[config.mk]
export PLATFORM = sky130hd
export DESIGN_NAME = quadrature_step_decoder
export DESIGN_NICKNAME = d
export VERILOG_FILES = /design/src/rtl/qdec_pkg.sv /design/src/rtl/qdec_input_sync.sv /design/src/rtl/quadrature_step_decoder.sv
export SDC_FILE = /design/constraint.sdc
export NUM_CORES = 1
export LEC_CHECK = 0
export BUFFER_PORTS_ARGS = -buffer_cell sky130_fd_sc_hd__buf_4
export CORE_AREA = 2 2 39 41
export CTS_BUF_LIST = sky130_fd_sc_hd__clkbuf_4 sky130_fd_sc_hd__clkbuf_8
export DETAILED_ROUTE_END_ITERATION = 10
export DIE_AREA = 0 0 41 43
export PLACE_DENSITY = 0.82
export SLEW_MARGIN = 20
export SYNTH_ARGS = -nofsm -noshare
export SYNTH_HDL_FRONTEND = slang
export SYNTH_HIERARCHICAL = 1
export SYNTH_SLANG_ARGS = --single-unit
export TNS_END_PERCENT = 50
[constraint.sdc]
create_clock -name clk -period 4.6 [get_ports clk]
set_input_delay 0.69 -clock clk [delete_from_list [all_inputs] [get_ports clk]]
set_output_delay 0.69 -clock clk [all_outputs]
set_load 0.01 [all_outputs]
[src/rtl/qdec_pkg.sv]
// Shared types and helpers for the quadrature step decoder: AB encodings,
// FSM state type and the transition classification functions.
package qdec_pkg;

    typedef logic [1:0] ab_t;

    // AB encodings listed in up-count order: 00 -> 10 -> 11 -> 01 -> 00
    localparam ab_t AB_00 = 2'b00;
    localparam ab_t AB_10 = 2'b10;
    localparam ab_t AB_11 = 2'b11;
    localparam ab_t AB_01 = 2'b01;

    typedef enum logic {
        ST_INIT  = 1'b0,
        ST_TRACK = 1'b1
    } qdec_state_t;

    // 1 when prev -> cur is one Gray step in the up direction
    function automatic logic step_dir(input ab_t prev, input ab_t cur);
        logic up;
        case (prev)
            AB_00:   up = (cur == AB_10);
            AB_10:   up = (cur == AB_11);
            AB_11:   up = (cur == AB_01);
            default: up = (cur == AB_00);
        endcase
        return up;
    endfunction

    function automatic logic is_single_step(input ab_t prev, input ab_t cur);
        return ^(prev ^ cur);
    endfunction

    function automatic logic is_jump(input ab_t prev, input ab_t cur);
        return &(prev ^ cur);
    endfunction

endpackage

[src/rtl/qdec_input_sync.sv]
// Two-flop synchronizer for one asynchronous encoder input. With
// QDEC_GLITCH_FILTER_EN defined, a FILT-deep stability filter follows it.
module qdec_input_sync #(
    parameter int unsigned FILT = 3
) (
    input  logic clk,
    input  logic reset,
    input  logic d_in,
    output logic level_c
);

    logic s1_q, s1_d;
    logic s2_q, s2_d;

    always_comb begin
        s1_d = d_in;
        s2_d = s1_q;
    end

    always_ff @(posedge clk) begin
        if (reset) begin
            s1_q <= 1'b0;
            s2_q <= 1'b0;
        end else begin
            s1_q <= s1_d;
            s2_q <= s2_d;
        end
    end

`ifdef QDEC_GLITCH_FILTER_EN
    localparam int unsigned HIST_W = FILT - 1;

    logic [HIST_W-1:0] hist_q, hist_d;
    logic              level_q, level_d;
    logic              stable_c;

    // Accept the synchronized level once it and the previous FILT-1 samples agree
    always_comb begin
        stable_c = (hist_q == {HIST_W{s2_q}});
        level_c  = stable_c ? s2_q : level_q;
        level_d  = level_c;
        hist_d   = HIST_W'({hist_q, s2_q});
    end

    always_ff @(posedge clk) begin
        if (reset) begin
            hist_q  <= '0;
            level_q <= 1'b0;
        end else begin
            hist_q  <= hist_d;
            level_q <= level_d;
        end
    end
`else
    // FILT has no effect without the filter
    logic unused_filt;

    always_comb begin
        level_c     = s2_q;
        unused_filt = ^FILT;
    end
`endif

endmodule

[src/rtl/quadrature_step_decoder.sv]
// Quadrature encoder front end driving an up/down counter's enable/up_down/load/data_in.
// Optional input glitch filter enabled by defining QDEC_GLITCH_FILTER_EN.
module quadrature_step_decoder
    import qdec_pkg::*;
#(
    parameter int unsigned N    = 4,
    parameter int unsigned FILT = 3
) (
    input  logic         clk,
    input  logic         reset,
    input  logic         enable,
    input  logic         ch_a,
    input  logic         ch_b,
    input  logic         index,
    input  logic         index_load_en,
    input  logic [N-1:0] home_value,
    input  logic         err_clr,
    output logic         cnt_enable,
    output logic         cnt_up_down,
    output logic         cnt_load,
    output logic [N-1:0] cnt_data,
    output logic         dir,
    output logic         err,
    output logic         err_sticky
);

    logic a_c, b_c, idx_c;
    ab_t  cur_c;

    qdec_input_sync #(.FILT(FILT)) u_sync_a (
        .clk     (clk),
        .reset   (reset),
        .d_in    (ch_a),
        .level_c (a_c)
    );

    qdec_input_sync #(.FILT(FILT)) u_sync_b (
        .clk     (clk),
        .reset   (reset),
        .d_in    (ch_b),
        .level_c (b_c)
    );

    qdec_input_sync #(.FILT(FILT)) u_sync_idx (
        .clk     (clk),
        .reset   (reset),
        .d_in    (index),
        .level_c (idx_c)
    );

    qdec_state_t  state_q, state_d;
    ab_t          prev_q, prev_d;
    logic         idx_prev_q, idx_prev_d;
    logic         cnt_enable_q, cnt_enable_d;
    logic         cnt_up_down_q, cnt_up_down_d;
    logic         cnt_load_q, cnt_load_d;
    logic [N-1:0] cnt_data_q, cnt_data_d;
    logic         dir_q, dir_d;
    logic         err_q, err_d;
    logic         err_sticky_q, err_sticky_d;

    logic idx_rise_c, single_c, jump_c, load_c, step_c;

    // Decode: INIT only seeds prev; TRACK classifies prev -> cur each cycle
    always_comb begin
        cur_c      = {a_c, b_c};
        state_d    = ST_TRACK;
        prev_d     = cur_c;
        idx_prev_d = idx_c;

        idx_rise_c = idx_c & ~idx_prev_q;
        single_c   = (state_q == ST_TRACK) && is_single_step(prev_q, cur_c);
        jump_c     = (state_q == ST_TRACK) && is_jump(prev_q, cur_c);

        // A load in the same cycle as a step discards the step
        load_c     = enable && index_load_en && idx_rise_c;
        step_c     = enable && single_c && !load_c;

        cnt_enable_d  = step_c;
        cnt_load_d    = load_c;
        err_d         = enable && jump_c;
        dir_d         = step_c ? step_dir(prev_q, cur_c) : dir_q;
        cnt_up_down_d = dir_d;
        cnt_data_d    = load_c ? home_value : cnt_data_q;
        err_sticky_d  = err_d | (err_sticky_q & ~err_clr);
    end

    always_ff @(posedge clk) begin
        if (reset) begin
            state_q       <= ST_INIT;
            prev_q        <= AB_00;
            idx_prev_q    <= 1'b0;
            cnt_enable_q  <= 1'b0;
            cnt_up_down_q <= 1'b0;
            cnt_load_q    <= 1'b0;
            cnt_data_q    <= '0;
            dir_q         <= 1'b0;
            err_q         <= 1'b0;
            err_sticky_q  <= 1'b0;
        end else begin
            state_q       <= state_d;
            prev_q        <= prev_d;
            idx_prev_q    <= idx_prev_d;
            cnt_enable_q  <= cnt_enable_d;
            cnt_up_down_q <= cnt_up_down_d;
            cnt_load_q    <= cnt_load_d;
            cnt_data_q    <= cnt_data_d;
            dir_q         <= dir_d;
            err_q         <= err_d;
            err_sticky_q  <= err_sticky_d;
        end
    end

    assign cnt_enable  = cnt_enable_q;
    assign cnt_up_down = cnt_up_down_q;
    assign cnt_load    = cnt_load_q;
    assign cnt_data    = cnt_data_q;
    assign dir         = dir_q;
    assign err         = err_q;
    assign err_sticky  = err_sticky_q;

endmodule

==> results of run 1 <==
[final timing paths]
path,startpoint,endpoint,slack [ns]
worst max-delay path,u_sync_a/level_c,dir,3.01
worst min-delay path,u_sync_a/s1_q,u_sync_a/level_c,0.45
worst max register to register,u_sync_a/level_c,dir,3.01
worst min register to register,u_sync_a/s1_q,u_sync_a/level_c,0.45
[metal layers]
metal  up-vias  wire length (um)  share of wire, %
li1        227                 -                 -
met1       204               395                41
met2        12               488                51
met3         4                41               4.3
met4         0                36               3.7
met5         -                 0                 0
[area by class of cell]
cell class | count | area, um2
inverter | 1 | 3.75
tap | 16 | 20.0
clock buffer | 4 | 30.0
sequential | 19 | 380
timing repair buffer | 21 | 158
fill | 123 | 564
multi-input combinational | 33 | 228
[cell families (layout without fill, tap and decap cells)]
kind of cell,Yosys count,after routing,synth area share (%)
DFF,19,19,61.0
muxes,4,4,6.43
adders and majority gates,1,1,2.01
xor gates and xnor gates,4,4,5.62
buffers and inverters,3,26,2.41
and+or+nand+nor,21,21,19.7
AOI/OAI and AO/OA,3,3,2.81
[critical path, stage by stage, from the launching register on]
cell	delay, ns
dfxtp_1	0.35
xor2_1	0.15
ha_1	0.28
nand3_1	0.10
or4_1	0.51
a21oi_1	0.14
[power breakdown]
group,leakage (nW),switching (mW),internal [mW]
Sequential,0.155,0.00228,0.169
Clock,0.0184,0.0439,0.0395
Combinational,0.245,0.00728,0.0114
Total,0.418,0.0535,0.220
[through the flow]
stage / hold slack [ns] / utilization (%) / area, um2 / cells / power, mW
floorplan: 0.414 / - / 623 / 55 / 0.183
global placement: 0.418 / 57.1 / 790 / 90 / 0.193
detailed placement: 0.429 / 57.1 / 790 / 90 / 0.194
CTS: 0.453 / 59.2 / 820 / 94 / 0.278
global route: 0.467 / 59.2 / 820 / 94 / 0.287
finish: 0.447 / 59.2 / 820 / 94 / 0.273
[Yosys cell counts]
cell type	instances
dfxtp_1	19
nor2b_1	9
nor2_1	6
mux2i_1	4
xor2_1	3
a21o_1	1
a21oi_1	1
and3b_1	1
and4_1	1
buf_4	1
clkbuf_1	1
ha_1	1
inv_1	1
nand3_1	1
nand4b_1	1
nor3_1	1
o21ai_0	1
or4_1	1
xnor2_1	1
==> results.py, run 1 <==
metrics = {
    "synth": {
        "synth_area_leader_cell": "dfxtp_1",
        "synth_top_area_share_pct": 61.0,
        "syn-instance-count": 55,
        "synth.avg_cell_area_um2": 11.3,
        "synth_cell_type_count": 19,
        "syn_area_um2": 623,
        "yosysSeqAreaShare_pct": 61.0,
        "synth_nets": 68,
        "synth_area_leaders": "dfxtp_1, nor2b_1, mux2i_1",
        "ys_seq_elements": 19,
        "yosysWarningCount": 6,
    },
    "critical_path": {
        "path_class": "register to register",
        "cp.arrival_ns": 1.81,
        "critPathLaunchType": "register",
        "critical_path.endpoint_type": "register",
        "r2r_cells": 5,
        "path_max_fanout": 3,
        "required_ns": 4.82,
    },
    "detailed_routing": {
        "routedWlPerCell_um": 10.2,
        "ant_nets": 0,
        "viasPerCell": 4.76,
        "vias": 447,
        "totalWireLength_um": 961,
        "drt_iter0_drc": 1,
        "drc": 0,
        "firstDrtPassIters": 3,
    },
    "clock_network": {
        "numCtsBuffers": 3,
        "clkLatencyLatePin_ns": 0.28,
        "cts_hold_buf": 0,
        "cts_sinks": 19,
        "clk_path_buf_depth": 2,
        "clk_pin_slew_ns": 0.09,
        "post_cts_resized": 0,
        "tritoncts": "done",
        "cts_max_level": 1,
        "cts_root_buf": "clkbuf_4",
        "cts_setup_buffers": 0,
    },
    "pwr": {
        "power_density_nw_per_um2": 334,
        "ir_drop_v": 0.000146,
        "p_leak_nw": 0.418,
    },
    "sta": {
        "report.final.hold_viol_count": 0,
        "fmax_mhz": 629,
        "relSlewSlack_pct": 77.9,
        "post-route-min-period_ns": 1.59,
        "setup_viol": 0,
        "fin_crit_sh_pct": 34.6,
        "fin_skew_ns": 0.000910,
        "setup_ws_ns": 3.01,
        "rsz0062_at_grt": "false",
        "tightestPinTransition_ns": 0.330,
        "maxSlewViolCount": 0,
        "setup_tns_ns": 0,
    },
    "status": {
        "status": "completed",
    },
    "cells_and_area": {
        "synthToLayoutAreaGrowth_pct": 31.5,
        "final_net_count": 92,
        "final_cell_mix": "buf_4, dfxtp_1, nor2b_1",
        "n_antenna_cell": 0,
        "drive_gt1_share_pct": 32.1,
        "largest_reg_flops": 4,
        "final_common_cell": "buf_4",
    },
    "die": {
        "dieArea_um2": 1760,
        "die_w_um": 41,
        "coreArea_um2": 1380,
        "start_util_pct": 45.0,
        "io_pins": 22,
        "fp-row-count": 14,
        "fp.dieH_um": 43,
    },
    "place": {
        "port-buffer-count": 21,
        "pre_cts_ws_ns": 2.88,
        "dp_hpwl_um": 717,
        "routabilityCongestion": 0.562,
    },
    "global_route": {
        "grt_first_pass_wirelength_um": 1570,
        "overflow": 0,
        "busiest_layer": "met2",
        "grt_max_degree": 19,
        "grt_util_met1_pct": 16.2,
        "gr-usage-met3_pct": 1.57,
        "antenna_found_initial": 0,
        "grt_pass1_vias": 394,
        "track_usage_pct": 13.6,
        "grtUsageMet2_pct": 19.1,
    },
    "hold_path": {
        "worstHoldPathCells": 1,
        "hp-class": "register to register",
    },
    "run": {
        "drv_cap": 0,
    },
}
Note: power is estimated with default switching activity, not from simulation.
==> run 2, diff against run 1 <==
clock period = 1.6 ns   (was 4.6 ns; I/O delays follow)
==> results.py, run 2 (same netlist as run 1, synthesis figures left out) <==
metrics = {
    "cells_and_area": {
        "fillers": 127,
        "stdcell_count": 94,
        "final_common_cell": "buf_4",
        "synthToLayoutAreaGrowth_pct": 32.9,
        "final_net_count": 92,
        "postLayoutCellArea_um2": 828,
        "n_antenna_cell": 0,
        "final_cell_mix": "buf_4, dfxtp_1, nor2b_1",
        "largest_reg_flops": 4,
        "drive_gt1_share_pct": 37.2,
    },
    "die": {
        "fp-row-count": 14,
        "io_pins": 22,
        "start_util_pct": 45.0,
        "coreArea_um2": 1380,
        "die_w_um": 41,
        "dieArea_um2": 1760,
        "fp.dieH_um": 43,
    },
    "clock_network": {
        "cts_root_buf": "clkbuf_4",
        "numCtsBuffers": 3,
        "cts_sinks": 19,
        "cts_hold_buf": 0,
        "clk_pin_slew_ns": 0.10,
        "tritoncts": "done",
        "cts_max_level": 1,
        "clkLatencyLatePin_ns": 0.30,
        "clk_path_buf_depth": 2,
    },
    "global_route": {
        "track_usage_pct": 13.5,
        "grt_first_pass_wirelength_um": 1550,
        "overflow": 0,
        "grt_max_degree": 19,
        "grt_pass1_vias": 427,
        "antenna_found_initial": 0,
    },
    "detailed_routing": {
        "viasPerCell": 4.80,
        "totalWireLength_um": 982,
        "drt_iter0_drc": 4,
        "routedWlPerCell_um": 10.4,
        "drc": 0,
        "vias": 451,
        "firstDrtPassIters": 4,
        "ant_nets": 0,
    },
    "sta": {
        "rsz0062_at_grt": "true",
        "post-route-min-period_ns": 1.54,
        "fin_crit_sh_pct": 96.5,
        "setup_ws_ns": 0.0565,
        "relSlewSlack_pct": 78.8,
        "report.final.hold_viol_count": 0,
        "maxSlewViolCount": 0,
        "fmax_mhz": 648,
        "tightestPinTransition_ns": 0.316,
        "setup_tns_ns": 0,
        "setup_viol": 0,
        "fin_skew_ns": 0.00874,
    },
    "critical_path": {
        "crit_slowest_cell": "or4_1",
        "critPathBufInv": 0,
        "cp.depth": 5,
        "r2r_cells": 5,
        "path_max_fanout": 3,
        "path_class": "register to register",
        "slowest_delay_ns": 0.50,
        "critPathLaunch": "prev_q[0]",
        "cp.arrival_ns": 1.77,
        "path_cells": "xor2_1 > ha_1 > nand3_2 > or4_1 > a21oi_1",
        "reg2reg_from": "prev_q[0]",
        "critical_path.endpoint_type": "register",
        "required_ns": 1.83,
        "critPathLaunchType": "register",
        "critical_path.top_delay_family": "simple AND/OR/NAND/NOR gates",
    },
    "pwr": {
        "p_total_uw": 800,
        "power_density_nw_per_um2": 966,
        "ir_drop_v": 0.000451,
        "p_leak_nw": 0.420,
    },
    "hold_path": {
        "worstHoldPathCells": 2,
        "hp-class": "input pin to register",
        "worstHoldStart": "index",
    },
    "place": {
        "routabilityCongestion": 0.615,
        "port-buffer-count": 21,
        "pre_cts_ws_ns": 0.0314,
        "dp.cells": 90,
        "dp_hpwl_um": 700,
        "place_area_um2": 790,
    },
    "run": {
        "drv_cap": 0,
    },
    "status": {
        "status": "completed",
    },
}
## run 2: layout make-up
class | count | area, um2 | area share, %
tap | 16 | 20.0 | 2.42
multi-input combinational | 33 | 233 | 28.1
timing repair buffer | 21 | 158 | 19.0
sequential | 19 | 384 | 46.4
clock buffer | 4 | 30.0 | 3.63
inverter | 1 | 3.75 | 0.453
## run 2: timing repair
action	in CTS	in global routing
endpoints found under the hold margin	0	0
pin swaps	0	2
resized for setup	1	3
endpoints found under the setup margin	1	1
setup buffers	0	0
## run 2: metrics by stage
stage | hold slack, ns | util, %
2_1_floorplan | 0.309 | -
3_3_place_gp | 0.419 | 57.1
3_5_place_dp | 0.426 | 57.1
4_1_cts | 0.145 | 59.3
5_1_grt | 0.156 | 59.9
6_report | 0.145 | 59.9
## run 2: path summary, 6_finish.rpt
| check | end | slack (ns) |
|---|---|---|
| worst min register to register | u_sync_a/level_c | 0.45 |
| worst max-delay path | dir | 0.06 |
| worst max register to register | dir | 0.06 |
| worst min-delay path | u_sync_idx/s1_q | 0.15 |
## run 2: power by group
part	internal [mW]	switching (mW)
clock network	0.114	0.138
registers	0.486	0.00700
logic	0.0335	0.0215
total	0.634	0.166
## run 2: per-layer routing
metal	global-route usage, %	vias to the layer above	share of wire [%]
li1	-	224	-
met1	13.3	203	44
met2	21.6	19	45
met3	3.14	5	5.6
met4	12.0	0	4.4
met5	0	-	0
